### config.mk
export PLATFORM = sky130hd
export DESIGN_NAME = poly_fir_rx_decimator_flat
export DESIGN_NICKNAME = d
export VERILOG_FILES = /design/src/rtl/poly_fir_rx_decimator_if.sv /design/src/rtl/poly_fir_rx_decimator.sv /design/src/flat_wrapper.sv
export SDC_FILE = /design/constraint.sdc
export NUM_CORES = 1
export LEC_CHECK = 0
export CAP_MARGIN = 20
export CORE_MARGIN = 1.5
export CORE_UTILIZATION = 45
export CTS_CLUSTER_SIZE = 30
export DETAILED_ROUTE_END_ITERATION = 8
export PLACE_DENSITY = 0.72
export SYNTH_ARGS = -nofsm -noshare
export SYNTH_HDL_FRONTEND = slang
export SYNTH_SLANG_ARGS = --single-unit
### constraint.sdc
create_clock -name clk -period 10.2 [get_ports clk]
set_clock_uncertainty 0.2 [all_clocks]
set_input_delay 1.53 -clock clk [delete_from_list [all_inputs] [get_ports clk]]
set_output_delay 1.53 -clock clk [all_outputs]
set_load 0.02 [all_outputs]
### src/rtl/poly_fir_rx_decimator_if.sv
// rtl/poly_fir_rx_decimator_if.sv - sample/strobe bundle for the RX matched-filter decimator
//
// Purpose: groups the sample input handshake and the decimated output strobe.
// Signals:
//   i_en     global enable; 0 freezes the filter
//   i_valid  input sample qualifier
//   i_data   signed input sample at 4x symbol rate
//   i_phase  decimation phase select, 0..3
//   o_data   signed filtered, decimated soft sample
//   o_bit    hard decision, 1 when the filtered sum is negative
//   o_valid  one-cycle strobe qualifying o_data/o_bit
// Modports: master drives samples and reads results; slave is the filter side.
interface poly_fir_rx_decimator_if #(
   parameter int NB_INPUT  = 8,
   parameter int NB_OUTPUT = 8
);
   logic                        i_en;
   logic                        i_valid;
   logic signed [NB_INPUT-1:0]  i_data;
   logic [1:0]                  i_phase;
   logic signed [NB_OUTPUT-1:0] o_data;
   logic                        o_bit;
   logic                        o_valid;

   modport master (
      output i_en, i_valid, i_data, i_phase,
      input  o_data, o_bit, o_valid
   );

   modport slave (
      input  i_en, i_valid, i_data, i_phase,
      output o_data, o_bit, o_valid
   );
endinterface

### src/rtl/poly_fir_rx_decimator.sv
// rtl/poly_fir_rx_decimator.sv - 24-tap matched filter with decimate-by-4 at a selectable phase
//
// Purpose: filters 4x-rate signed samples with the fixed 24-tap shaping response
// and emits one quantised soft sample plus a hard bit per symbol.
// Ports:
//   clk    system clock
//   i_rst  synchronous active-high reset; wins over enable and valid
//   bus    poly_fir_rx_decimator_if slave: i_en/i_valid/i_data/i_phase in,
//          o_data/o_bit/o_valid out
module poly_fir_rx_decimator #(
   parameter int NB_INPUT   = 8,
   parameter int NBF_INPUT  = 7,
   parameter int NB_COEFF   = 8,
   parameter int NBF_COEFF  = 7,
   parameter int NB_OUTPUT  = 8,
   parameter int NBF_OUTPUT = 7
) (
   input logic                    clk,
   input logic                    i_rst,
   poly_fir_rx_decimator_if.slave bus
);
   localparam int N_TAPS = 24;
   localparam int PROD_W = NB_INPUT + NB_COEFF;
   localparam int ACC_W  = PROD_W + 5;
   localparam int SHIFT  = NBF_INPUT + NBF_COEFF - NBF_OUTPUT;
   localparam int Q_W    = ACC_W - SHIFT;

   localparam int COEFF_INT [N_TAPS] = '{
       0,   2,   2,   0,  -8, -16, -16,  -1,
      33,  76, 113, 127, 113,  76,  33,   0,
     -16, -16,  -8,  -1,   2,   2,   0,   0
   };

   // Saturation bounds expressed at the width of the truncated sum.
   localparam logic signed [Q_W-1:0] Q_MAX = {{(Q_W-NB_OUTPUT+1){1'b0}}, {(NB_OUTPUT-1){1'b1}}};
   localparam logic signed [Q_W-1:0] Q_MIN = {{(Q_W-NB_OUTPUT+1){1'b1}}, {(NB_OUTPUT-1){1'b0}}};

   logic signed [NB_INPUT-1:0]  x [N_TAPS-1];
   logic signed [NB_INPUT-1:0]  taps [N_TAPS];
   logic signed [NB_COEFF-1:0]  coef;
   logic signed [PROD_W-1:0]    prod;
   logic signed [ACC_W-1:0]     acc;
   logic signed [Q_W-1:0]       q;
   logic signed [NB_OUTPUT-1:0] sat;
   logic [1:0]                  cnt;
   logic                        accept;

   assign accept = bus.i_en && bus.i_valid;

   // Tap 0 is the incoming sample so the decision uses it on the same edge.
   always_comb begin
      taps[0] = bus.i_data;
      for (int k = 1; k < N_TAPS; k++) begin
         taps[k] = x[k-1];
      end
   end

   always_comb begin
      acc  = '0;
      coef = '0;
      prod = '0;
      for (int k = 0; k < N_TAPS; k++) begin
         coef = NB_COEFF'(COEFF_INT[k]);
         prod = taps[k] * coef;
         acc  = acc + {{(ACC_W-PROD_W){prod[PROD_W-1]}}, prod};
      end
   end

   // Truncate (floor) the fractional excess, then clamp to the output range.
   always_comb begin
      q = acc[ACC_W-1:SHIFT];
      if (q > Q_MAX) begin
         sat = {1'b0, {(NB_OUTPUT-1){1'b1}}};
      end else if (q < Q_MIN) begin
         sat = {1'b1, {(NB_OUTPUT-1){1'b0}}};
      end else begin
         sat = q[NB_OUTPUT-1:0];
      end
   end

   always_ff @(posedge clk) begin
      if (i_rst) begin
         for (int k = 0; k < N_TAPS-1; k++) begin
            x[k] <= '0;
         end
         cnt         <= 2'd0;
         bus.o_data  <= '0;
         bus.o_bit   <= 1'b0;
         bus.o_valid <= 1'b0;
      end else begin
         bus.o_valid <= 1'b0;
         if (accept) begin
            x[0] <= bus.i_data;
            for (int k = 1; k < N_TAPS-1; k++) begin
               x[k] <= x[k-1];
            end
            cnt <= cnt + 2'd1;
            // Phase compared against the count before this accept's increment.
            if (cnt == bus.i_phase) begin
               bus.o_data  <= sat;
               bus.o_bit   <= acc[ACC_W-1];
               bus.o_valid <= 1'b1;
            end
         end
      end
   end
endmodule

### src/flat_wrapper.sv
// flat-port wrapper written by rule: the top's interface ports become plain ports
module poly_fir_rx_decimator_flat 
#(
   parameter int NB_INPUT   = 8,
   parameter int NBF_INPUT  = 7,
   parameter int NB_COEFF   = 8,
   parameter int NBF_COEFF  = 7,
   parameter int NB_OUTPUT  = 8,
   parameter int NBF_OUTPUT = 7
)
  (clk, i_rst, bus_i_en, bus_i_valid, bus_i_data, bus_i_phase, bus_o_data, bus_o_bit, bus_o_valid);
  poly_fir_rx_decimator_if #(.NB_INPUT(NB_INPUT), .NB_OUTPUT(NB_OUTPUT)) bus_i ();
  input logic clk;
  input logic i_rst;
  input wire logic [$bits(bus_i.i_en)-1:0] bus_i_en;
  input wire logic [$bits(bus_i.i_valid)-1:0] bus_i_valid;
  input wire logic [$bits(bus_i.i_data)-1:0] bus_i_data;
  input wire logic [$bits(bus_i.i_phase)-1:0] bus_i_phase;
  output wire logic [$bits(bus_i.o_data)-1:0] bus_o_data;
  output wire logic [$bits(bus_i.o_bit)-1:0] bus_o_bit;
  output wire logic [$bits(bus_i.o_valid)-1:0] bus_o_valid;
  assign bus_i.i_en = bus_i_en;
  assign bus_i.i_valid = bus_i_valid;
  assign bus_i.i_data = bus_i_data;
  assign bus_i.i_phase = bus_i_phase;
  assign bus_o_data = bus_i.o_data;
  assign bus_o_bit = bus_i.o_bit;
  assign bus_o_valid = bus_i.o_valid;
  poly_fir_rx_decimator #(.NB_INPUT(NB_INPUT), .NBF_INPUT(NBF_INPUT), .NB_COEFF(NB_COEFF), .NBF_COEFF(NBF_COEFF), .NB_OUTPUT(NB_OUTPUT), .NBF_OUTPUT(NBF_OUTPUT)) u_core (.clk(clk), .i_rst(i_rst), .bus(bus_i));
endmodule
==> metrics.cfg <==
[synthesis]
ys_seq_area_frac = 0.260
ys.warnings.count = 0
yosysUniqueCellTypes = 55
synthTopCellsByArea = fa_1 (29%), edfxtp_1 (25%), ha_1 (14%)
netlist_area_mm2 = 0.0203
syn_inst = 1910
syn_nets = 2437
async_flop_share = 0
synth_edf_count = 168
synth_ff_type = edfxtp_1
synth-seq-cells = 180
yosysTopAreaCell = fa_1
synth_top_cell_area_share = 0.288
avgSynthCellArea_um2 = 10.6

[clock_network]
cts_max_path_buffers = 2
cts_tree = yes
clk_latency_ns = 0.47
cts_hold_buffers = 0
clock-root-buffer = clkbuf_16
cts_buffers = 17
htree_levels = 4
cts_sinks = 180
path_clk_slew_ns = 0.08

[final_layout]
drive_gt1_frac = 0.0753
final_cell_area_mm2 = 0.0224
stdcell_count = 2571
synthToLayoutAreaGrowth_pct = 10.2
diodes = 0
fillers = 3828
nets = 2493

[floorplanning]
rows = 77
design.die.area_mm2 = 0.0464
die_h_um = 215
io_pins = 24
die_w_um = 215
initial_core_util = 0.457
coreArea_mm2 = 0.0444

[grt]
grt_pass1_wl_um = 75200
grt_max_degree = 74
grt_usage = 0.212
overflow = 0
antenna_found_initial = 1
grt_pass1_vias = 13800

[place]
dpl.cell_count = 2521
port_buffers = 23
dp_hpwl_um = 37700
postPlaceCellArea_mm2 = 0.0213
place_congestion = 0.950

[drt]
drtIter0Drc = 823
via_count = 12900
ant_nets = 0
drc = 0
drt_first_pass_iters = 5
wl_per_cell_um = 18.2
wirelength_um = 46900
vias_per_cell = 5.03

[setup_path]
slowest_stage = fa_1
end_kind = register
path_common_cell = fa_1
critPathMaxFanout = 7
critPathKind = reg -> reg
reg2reg_setup_slack_ns = 0.20
critPathArrivalTime_ns = 10.11
max_stage_delay_ns = 0.57
worstPathRequired_ns = 10.31
crit_path_start_kind = register

[sta]
fmax_mhz = 100
worstMarginPinSlew_ns = 1.01
timing.final.crit_share = 0.981
final-hold-violation-count = 0
post-route-min-period_ns = 10.00
slew_violations = 0
setup_viol = 0
setup_tns_ns = 0
max-slew-margin-rel = 0.330

[job]
drv_cap = 0

[worst_hold_path]
worstHoldPathType = reg -> reg

[outcome]
status = finished clean

[per-stage QoR]
step / worst slack, ns / utilization / hold slack, ns
after global placement: 0.0494 / 0.481 / 0.262
final: 0.195 / 0.504 / 0.282
after CTS: 0.00972 / 0.495 / 0.284
after detailed placement: -0.134 / 0.481 / 0.261
after floorplan: 0.375 / - / 0.297
after global routing: -0.0948 / 0.504 / 0.301
[Yosys cell counts, types with 3 or more instances]
cell / number
inv_1: 491
fa_1: 292
ha_1: 221
edfxtp_1: 168
and2_1: 109
xnor2_1: 93
a21oi_1: 78
nor2_1: 77
xor2_1: 64
nor3_1: 54
nand2_1: 43
nor2b_1: 28
o21ai_0: 26
clkbuf_1: 22
a21o_1: 20
o21bai_1: 19
dfxtp_1: 12
nand2b_1: 12
a211oi_1: 9
nand3_1: 6
nand3b_1: 6
o21a_1: 5
mux2i_1: 4
nor4b_1: 4
or2_2: 4
a21boi_0: 3
buf_1: 3
nor4_1: 3
or3_1: 3
or4_1: 3
[state kept, by name, indices dropped and copies added (netlist names)]
name / cells
u_core.bus.o_valid: 1
u_core.bus.o_bit: 1
u_core.x: 168
u_core.cnt: 2
u_core.bus.o_data: 8
[cell families after synthesis]
kind of cell / share of synthesized area
buffers and inverters: 0.0973
adder cells (fa/ha/maj): 0.425
AND/OR/NAND/NOR: 0.0937
flip-flops: 0.260
AO/OA/AOI/OAI: 0.0539
XOR/XNOR: 0.0677
multiplexers: 0.00253
[area by class of cell]
class                           count  area, um2  share of cell area
Clock buffer                       17        425              0.0190
Timing Repair Buffer               66        552              0.0247
Clock inverter                     15        184             0.00822
Tap cell                          592        741              0.0331
Inverter                          491       1850              0.0825
Multi-Input combinational cell   1210      13300               0.596
Sequential cell                   180       5290               0.236
[what timing repair did]
item / 4_1_cts / 5_1_grt
cloned: 0 / 0
endpoints found under the hold margin: 0 / 0
pin swaps: 3 / 34
endpoints found under the setup margin: 7 / 9
gates resized for setup: 2 / 58
buffers inserted: 1 / 17
[layout by cell type (no fill, tap or decap), types with 3 or more instances in the layout]
| master | n |
|---|---|
| inv_1 | 483 |
| fa_1 | 290 |
| ha_1 | 208 |
| edfxtp_1 | 168 |
| and2_1 | 109 |
| xnor2_1 | 87 |
| nor2_1 | 74 |
| a21oi_1 | 64 |
| xor2_1 | 64 |
| nor3_1 | 54 |
| nand2_1 | 42 |
| buf_4 | 42 |
| nor2b_1 | 27 |
| o21ai_0 | 24 |
| clkdlybuf4s50_1 | 22 |
| a21o_1 | 20 |
| o21bai_1 | 19 |
| clkbuf_16 | 17 |
| a21oi_2 | 14 |
| dfxtp_1 | 12 |
| nand2b_1 | 11 |
| ha_4 | 9 |
| inv_2 | 7 |
| a211oi_2 | 7 |
| nand3_1 | 6 |
| xnor2_2 | 6 |
| nand3b_1 | 6 |
| o21a_1 | 5 |
| or2_2 | 4 |
| mux2i_1 | 4 |
| ha_2 | 4 |
| clkinv_8 | 4 |
| inv_8 | 4 |
| nor4_1 | 3 |
| or4_1 | 3 |
| or3_1 | 3 |
| nor4b_1 | 3 |
| a21boi_0 | 3 |
| inv_6 | 3 |
[worst paths after layout]
check / from / endpoint / cells past startpoint
setup / recovery: u_core.x[0][81] / u_core.bus.o_data[3] / 38
hold reg to reg: u_core.bus.o_data[7] / u_core.bus.o_data[7] / 1
setup reg to reg: u_core.x[0][81] / u_core.bus.o_data[3] / 38
hold / removal: u_core.bus.o_data[7] / u_core.bus.o_data[7] / 1
[metal layers]
metal | global-route usage | share of wire | up-vias
met4 | 0.0690 | 0.029 | 0
met3 | 0.0402 | 0.056 | 72
met2 | 0.346 | 0.48 | 365
met1 | 0.286 | 0.43 | 6460
li1 | - | - | 6045
met5 | 0 | 0 | -
[critical path: cells and delay by family, from the launching register on]
family	cells	cell delay [ns]
adder cells (fa/ha/maj)	12	5.40
AO/OA/AOI/OAI	9	1.87
AND/OR/NAND/NOR	6	1.10
buffers and inverters	9	0.57
flip-flops	1	0.39
XOR/XNOR	2	0.29
Power is not shown: default switching activity piles up to over one toggle a cycle in this logic, so the estimate is an artifact.
